===== src/rtl/expr_result_sink.sv =====
// Result sink: folds accepted 90-bit result beats into a 32-bit CRC-style signature and counts beats per run.
// Optional fixed-field checking is enabled with the macro EXPR_SINK_FIELD_CHECK_EN.
module expr_result_sink #(
   parameter int          COUNT_W = 16,
   parameter logic [31:0] SEED    = 32'hFFFFFFFF,
   parameter logic [31:0] POLY    = 32'h04C11DB7
) (
   input  logic               clk,
   input  logic               rst_n,
   input  logic               in_valid,
   output logic               in_ready,
   input  logic [89:0]        in_y,
   input  logic               in_last,
   output logic [31:0]        sig_out,
   output logic               sig_valid,
   input  logic               sig_ack,
   output logic [COUNT_W-1:0] count,
   output logic               chk_err
);

   typedef enum logic [1:0] {
      IDLE  = 2'd0,
      ACCUM = 2'd1,
      DONE  = 2'd2
   } state_t;

   state_t             state_r;
   state_t             state_s;
   logic               in_ready_r;
   logic               in_ready_s;
   logic               sig_valid_r;
   logic               sig_valid_s;
   logic [31:0]        sig_r;
   logic [COUNT_W-1:0] count_r;
   logic               accept_s;
   logic               ack_s;

   localparam logic [COUNT_W-1:0] COUNT_MAX = {COUNT_W{1'b1}};
   localparam logic [COUNT_W-1:0] COUNT_ONE = {{(COUNT_W-1){1'b0}}, 1'b1};

   // Signature step: shift left, feed back POLY when the MSB falls out, then mix in the folded beat.
   function automatic logic [31:0] sig_step(input logic [31:0] sig, input logic [89:0] y);
      logic [31:0] fold;
      fold = y[31:0] ^ y[63:32] ^ {6'b000000, y[89:64]};
      return {sig[30:0], 1'b0} ^ (sig[31] ? POLY : 32'h00000000) ^ fold;
   endfunction

   assign accept_s = in_valid & in_ready_r;
   assign ack_s    = (state_r == DONE) & sig_ack;

   // Next-state decode; handshake outputs are decoded from the next state so they can be registered.
   always_comb begin
      state_s = state_r;
      case (state_r)
         IDLE: begin
            if (accept_s) begin
               state_s = in_last ? DONE : ACCUM;
            end else begin
               state_s = IDLE;
            end
         end
         ACCUM: begin
            if (accept_s && in_last) begin
               state_s = DONE;
            end else begin
               state_s = ACCUM;
            end
         end
         DONE: begin
            if (sig_ack) begin
               state_s = IDLE;
            end else begin
               state_s = DONE;
            end
         end
         default: begin
            state_s = IDLE;
         end
      endcase
      in_ready_s  = (state_s != DONE);
      sig_valid_s = (state_s == DONE);
   end

   // State and registered handshake outputs.
   always_ff @(posedge clk or negedge rst_n) begin
      if (!rst_n) begin
         state_r     <= IDLE;
         in_ready_r  <= 1'b1;
         sig_valid_r <= 1'b0;
      end else begin
         state_r     <= state_s;
         in_ready_r  <= in_ready_s;
         sig_valid_r <= sig_valid_s;
      end
   end

   // Signature and saturating beat counter; frozen in DONE until acknowledged.
   always_ff @(posedge clk or negedge rst_n) begin
      if (!rst_n) begin
         sig_r   <= SEED;
         count_r <= {COUNT_W{1'b0}};
      end else if (ack_s) begin
         sig_r   <= SEED;
         count_r <= {COUNT_W{1'b0}};
      end else if (accept_s) begin
         sig_r   <= sig_step(sig_r, in_y);
         count_r <= (count_r == COUNT_MAX) ? count_r : count_r + COUNT_ONE;
      end else begin
         sig_r   <= sig_r;
         count_r <= count_r;
      end
   end

`ifdef EXPR_SINK_FIELD_CHECK_EN
   logic chk_err_r;

   // True when any of the constant header fields in the beat deviates from its expected value.
   function automatic logic field_bad(input logic [89:0] y);
      return (y[89:86] != 4'd8) || (y[55:51] != 5'd31) ||
             (y[40:36] != 5'd4) || (y[25:21] != 5'd30);
   endfunction

   // Sticky mismatch flag, cleared together with the signature on acknowledge.
   always_ff @(posedge clk or negedge rst_n) begin
      if (!rst_n) begin
         chk_err_r <= 1'b0;
      end else if (ack_s) begin
         chk_err_r <= 1'b0;
      end else if (accept_s && field_bad(in_y)) begin
         chk_err_r <= 1'b1;
      end else begin
         chk_err_r <= chk_err_r;
      end
   end

   assign chk_err = chk_err_r;
`else
   assign chk_err = 1'b0;
`endif

   assign in_ready  = in_ready_r;
   assign sig_valid = sig_valid_r;
   assign sig_out   = sig_r;
   assign count     = count_r;

endmodule


===== config.mk =====
export PLATFORM = sky130hd
export DESIGN_NAME = expr_result_sink
export DESIGN_NICKNAME = d
export VERILOG_FILES = /design/src/rtl/expr_result_sink.sv
export SDC_FILE = /design/constraint.sdc
export NUM_CORES = 1
export LEC_CHECK = 0
export CORE_AREA = 5 5 93 95
export CTS_BUF_LIST = sky130_fd_sc_hd__clkbuf_4 sky130_fd_sc_hd__clkbuf_8
export CTS_CLUSTER_SIZE = 24
export DETAILED_ROUTE_END_ITERATION = 12
export DIE_AREA = 0 0 98 100
export PLACE_DENSITY = 0.88
export SLEW_MARGIN = 20
export SYNTH_ARGS = -nofsm -noshare
export SYNTH_HDL_FRONTEND = slang
export SYNTH_SLANG_ARGS = --single-unit

===== constraint.sdc =====
create_clock -name clk -period 1.85 [get_ports clk]
set_input_delay 0.2775 -clock clk [delete_from_list [all_inputs] [get_ports clk]]
set_output_delay 0.2775 -clock clk [all_outputs]
set_load 0.01 [all_outputs]

### After elaboration in Yosys (flattened, before gate mapping)

Cells that the tools add are included.

| storage, ports and cells | value |
|---|---|
| input port bits | 95 |
| output and inout port bits | 51 |
| word-level logic and storage cells | 33 |
| flip-flop bits (word level) | 52 |
| latch bits | 0 |
| memories kept | 0 |
| bits in writable memories | 0 |
| memory bits (read-only) | 0 |

| operators by class | value |
|---|---|
| divide/modulo/power cells | 0 |
| shifts and indexed selects | 0 |
| $add $sub $neg | 1 |
| mux-type cells | 11 |
| bitwise logic cells | 6 |
| reduce and logical (&&, ||, !) cells | 4 |
| $mul | 0 |
| eq/ne operators | 6 |
| $lt $le $gt $ge | 0 |

Operator list:

| kind | count |
|---|---|
| $mux W32 | 2 |
| $xor A32 B32 Y32 | 2 |
| $mux W16 | 3 |
| $xor A32 B26 Y32 | 1 |
| $xor A32 B27 Y32 | 1 |
| $mux W27 | 1 |
| $add A16 B1 Y16 const B | 1 |
| $eq A16 B16 Y1 const B | 1 |
| $mux W2 | 4 |
| $pmux W2 S3 | 1 |
| $eq A2 B2 Y1 const B | 2 |
| $ne A2 B2 Y1 const B | 2 |
| $and A1 B1 Y1 | 2 |
| $eq A2 B1 Y1 const B | 1 |
| $logic_not A2 Y1 | 1 |
| $reduce_and A2 Y1 | 1 |
| $reduce_bool A2 Y1 | 1 |
| $logic_and A1 B1 Y1 | 1 |

### Logic depth before layout (Yosys ltp)

Gate-level depths: netlist (run 1).

| logic depth | value |
|---|---|
| word-level depth | 5 |
| mapped depth | 6 |
| gate-level depth less buffers | 5 |

### Worst setup path after synthesis (run 1)

Ideal clock, no wire load.

| timing path | value |
|---|---|
| kind | register to register |
| start | register count_r[0] (netlist: count[0]) |
| end | register count_r[14] (netlist: count[14]) |
| library setup time | 0.083 ns |
| data required time | 1.767 ns |
| path slack | 0.139 ns |
| arrival time | 1.628 ns |
| period minus slack after synthesis | 1.711 ns |
| cell stages (with the launch flop) | 6 |
| buffers on the path | 0 |
| cell sequence | dfrtp_1 -> ha_1 -> nand3_2 -> or2_2 -> or4_1 -> a31oi_1 |

| between the ends | value |
|---|---|
| cells in the longest elaborated chain, start to end | 4 |
| elaborated cells between the ends (all ways) | 7 |
| classes of those cells | add/sub: 1; eq/ne: 2; mux: 3; reduce/logical: 1 |

RTL lines:

| element | RTL line | text |
|---|---|---|
| start: declaration | 34 | `logic [COUNT_W-1:0] count_r;` |
| start signal: assignment | 101 | `count_r <= {COUNT_W{1'b0}};` |
| start signal: assignment | 104 | `count_r <= {COUNT_W{1'b0}};` |
| start signal: assignment | 107 | `count_r <= (count_r == COUNT_MAX) ? count_r : count_r + COUNT_ONE;` |
| $add A16 B1 Y16 | 107 |  |
| $mux W16 | 107 |  |
| $mux W16 | 105 | `end else if (accept_s) begin` |
| $mux W16 | 102 | `end else if (ack_s) begin` |

Several ways; a longest one is shown, not always the timed one. The select of a mux whose other input is x is not followed.
A chain may end at the register's enable or synchronous reset.

### Worst setup path after layout (run 1)

| timing path | value |
|---|---|
| start | register sig_r[31] (netlist: sig_out[31]) |
| end | output port sig_out[31] |

RTL lines:

| element | RTL line | text |
|---|---|---|
| start: declaration | 33 | `logic [31:0] sig_r;` |
| start signal: assignment | 106 | `sig_r <= sig_step(sig_r, in_y);` |
| start signal: assignment | 109 | `sig_r <= sig_r;` |
| end: declaration | 14 | `output logic [31:0] sig_out,` |

No word-level cell between the ends.

==> flow_summary.ini, run 1 <==
[timing]
setup_ws_ns = 0.108
fin_crit_sh_pct = 94.2
drv_slew = 0
finalHoldViolations = 0
setup_tns_ns = 0
worst_slew_pin_slew_ns = 0.653
period_needed_ns = 1.74
rsz0062_at_grt = false
timing.fmax_mhz = 574
relSlewSlack_pct = 56.5
finalSetupViolations = 0
clock-skew-final_ns = 0.00605

[critical_path]
critical_path_required_ns = 1.57
cp-start-kind = register
slowest_delay_ns = 0.61
path_max_fanout = 5
crit_chain = clkdlybuf4s50_1
cp_top_family = flip-flops
path_class = reg2out
crit_path_end_kind = primary output
arrival_ns = 1.46
path_buf_inv = 1
slowest_stage = dfstp_2

[synth]
synth.net_count = 425
syn_inst = 329
synth_warnings = 0
ys_seq_area_share_pct = 41.8
synth_edf_count = 0
synth_area_mm2 = 0.00322
syn_area_per_cell_um2 = 9.77
ys_types = 34
yosys_register_bits = 52
synth_ff_type = dfstp_2
async_reset_ff_share_pct = 100

[power]
p_leak_nw = 1.77
finalPower_w = 0.00649
p_per_area_mw_per_mm2 = 1320
ir_worst_vdd_v = 0.000640

[status]
outcome = complete, no violations

[grt]
grt_pass1_vias = 3010
grt_usage_pct = 17.6
grt_max_degree = 53
grt_pass1_wl_mm = 14.2
antenna_found_initial = 0
overflow = 0

[clocking]
cts_sinks = 52
post_cts_buffers = 0
cts_buffers = 5
post_cts_resized = 0
htreeDepth = 2
insertion_delay_ns = 0.30
clock_path_buffers = 2
cts_tree = done
cts.reportedPaths.clkPinSlew_ns = 0.09
clock-root-buffer = clkbuf_8

[die]
pin_count = 146
die_x_um = 98
initial_core_util_pct = 42.0
rows = 32
dieArea_mm2 = 0.00980
core-area_mm2 = 0.00765
die_h_um = 100

[routing]
via_per_inst = 5.02
wire_per_inst_um = 15.2
drtIter0Drc = 108
ant_nets = 0
num_vias = 2903
drc = 0
totalWireLength_mm = 8.76
firstDrtPassIters = 5

[final_layout]
finalCoreUtilization_pct = 64.5
drive_above_1_share_pct = 12.0
fillers = 631
antenna_cells = 0
area_growth_syn_to_layout_pct = 53.5
nets = 571

[min_path]
hold_path.class = in2async

[place]
hpwl_mm = 6.97
numPortBuffers = 144
gp_congestion = 0.863
pre_cts_slack_ns = -0.0294

[run]
cap_violations = 0
-- synth_stat cells, drive strengths merged, types with 4 or more instances --
library cell	instances	area share (%)
mux2i	7	2.2
nor3	6	1.1
nor4	5	0.97
nor2	4	0.47
nand3	7	1.4
buf	4	0.62
inv	6	0.70
xor2	5	1.4
a21oi	22	3.4
dfrtp	19	15
clkbuf	11	1.3
xnor2	105	29
o211ai	20	4.7
nand2	40	4.7
dfstp	33	27
o21ai	14	2.2
-- repair_timing --
item / 4_1_cts / 5_1_grt
hold buffers: 1 / 0
endpoints found under the hold margin: 19 / 0
endpoints found under the setup margin: 0 / 0
-- area by class of cell --
class / count / area, um2 / share of cell area, %
Clock buffer: 6 / 76.3 / 1.55
Clock inverter: 2 / 35.0 / 0.710
Inverter: 6 / 22.5 / 0.456
Multi-Input combinational cell: 256 / 1790 / 36.3
Sequential cell: 52 / 1340 / 27.2
Tap cell: 102 / 128 / 2.59
Timing Repair Buffer: 154 / 1540 / 31.2
-- state kept, by name (all words and copies together), names as in the netlist --
register,flops
state_r,2
in_ready,1
sig_valid,1
sig_out,32
count,16
-- where the power goes --
part	switching, W	internal, W	total, W
Sequential	0.000478	0.00185	0.00233
Clock	0.000360	0.000417	0.000776
Combinational	0.00140	0.00199	0.00339
Total	0.00223	0.00426	0.00649
-- cell families (layout without fill, tap and decap cells) --
family	after synthesis	in the layout	share of synthesized area, %
other cells	1	1	0.117
xor+xnor	110	110	30.0
flops	52	52	41.8
simple gates	75	75	11.3
fa+ha+maj	1	1	0.389
buf+inv	21	168	2.61
compound gates	62	62	11.7
mux	7	7	2.18
-- metal layers --
metal	vias up	global-route usage (%)	wire length (um)
met2	111	32.9	4770
met5	-	0	0
met1	1390	20.3	3300
li1	1398	-	-
met3	4	4.86	654
met4	0	2.88	32
-- metrics by stage --
step | hold WS [ns] | instances | cell area, um2
2_1_floorplan | -0.0181 | 329 | 3220
3_3_place_gp | 0.289 | 569 | 4810
3_5_place_dp | 0.287 | 569 | 4810
4_1_cts | 0.496 | 578 | 4930
5_1_grt | 0.530 | 578 | 4930
6_report | 0.502 | 578 | 4930
-- cells in the final DEF (no fill, tap or decap), types with 3 or more instances in the layout --
master / synthesis / routed
o211ai_1: 20 / 20
nor4_1: 5 / 5
nand2_1: 40 / 39
xnor2_1: 105 / 105
clkdlybuf4s50_1: 0 / 143
dfstp_2: 33 / 33
inv_1: 6 / 6
dfrtp_1: 19 / 19
nor3_1: 5 / 5
a21oi_1: 22 / 22
nand4_1: 3 / 3
buf_4: 1 / 7
clkbuf_8: 0 / 5
nand2b_1: 3 / 3
xor2_1: 5 / 5
nand3_1: 5 / 5
a211oi_1: 3 / 3
mux2i_1: 7 / 7
o21ai_0: 14 / 14
nor2_1: 4 / 4
-- worst paths after layout --
path | end | slack (ns) | cells past startpoint | startpoint
worst min register to register | state_r[0] | 0.50 | 1 | state_r[1]
worst max-delay path | sig_out[31] | 0.11 | 1 | sig_out[31]
min in group clk | state_r[0] | 0.50 | 1 | state_r[1]
worst min-delay path | count[12] | 0.50 | 3 | rst_n
max in group asynchronous | sig_out[31] | 1.06 | 3 | rst_n
worst max register to register | count[14] | 0.12 | 5 | count[0]
-- worst register-to-register path, cell delays in order (launching register included) --
cell and delay (ns):
dfrtp_1 0.42, ha_1 0.25, nand3_2 0.09, or2_2 0.28
or4_1 0.46, a31oi_1 0.15
No activity file was read; power rests on OpenSTA's default activity.
==> inputs of run 2 (changes only) <==
--- a/config.mk
+++ b/config.mk
@@ -11,7 +11,6 @@
 export DETAILED_ROUTE_END_ITERATION = 12
 export DIE_AREA = 0 0 98 100
 export PLACE_DENSITY = 0.88
-export SLEW_MARGIN = 20
 export SYNTH_ARGS = -nofsm -noshare
 export SYNTH_HDL_FRONTEND = slang
 export SYNTH_SLANG_ARGS = --single-unit
==> results of run 2 <==
No change in the layout: final DEF, timing and power equal those of run 1.
==> inputs of run 3 (changes only) <==
--- a/config.mk
+++ b/config.mk
@@ -11,6 +11,7 @@
 export DETAILED_ROUTE_END_ITERATION = 12
 export DIE_AREA = 0 0 98 100
 export PLACE_DENSITY = 0.88
+export SLEW_MARGIN = 15
 export SYNTH_ARGS = -nofsm -noshare
 export SYNTH_HDL_FRONTEND = slang
 export SYNTH_SLANG_ARGS = --single-unit
==> results of run 3 <==
No change in the layout: final DEF, timing and power equal those of run 1.
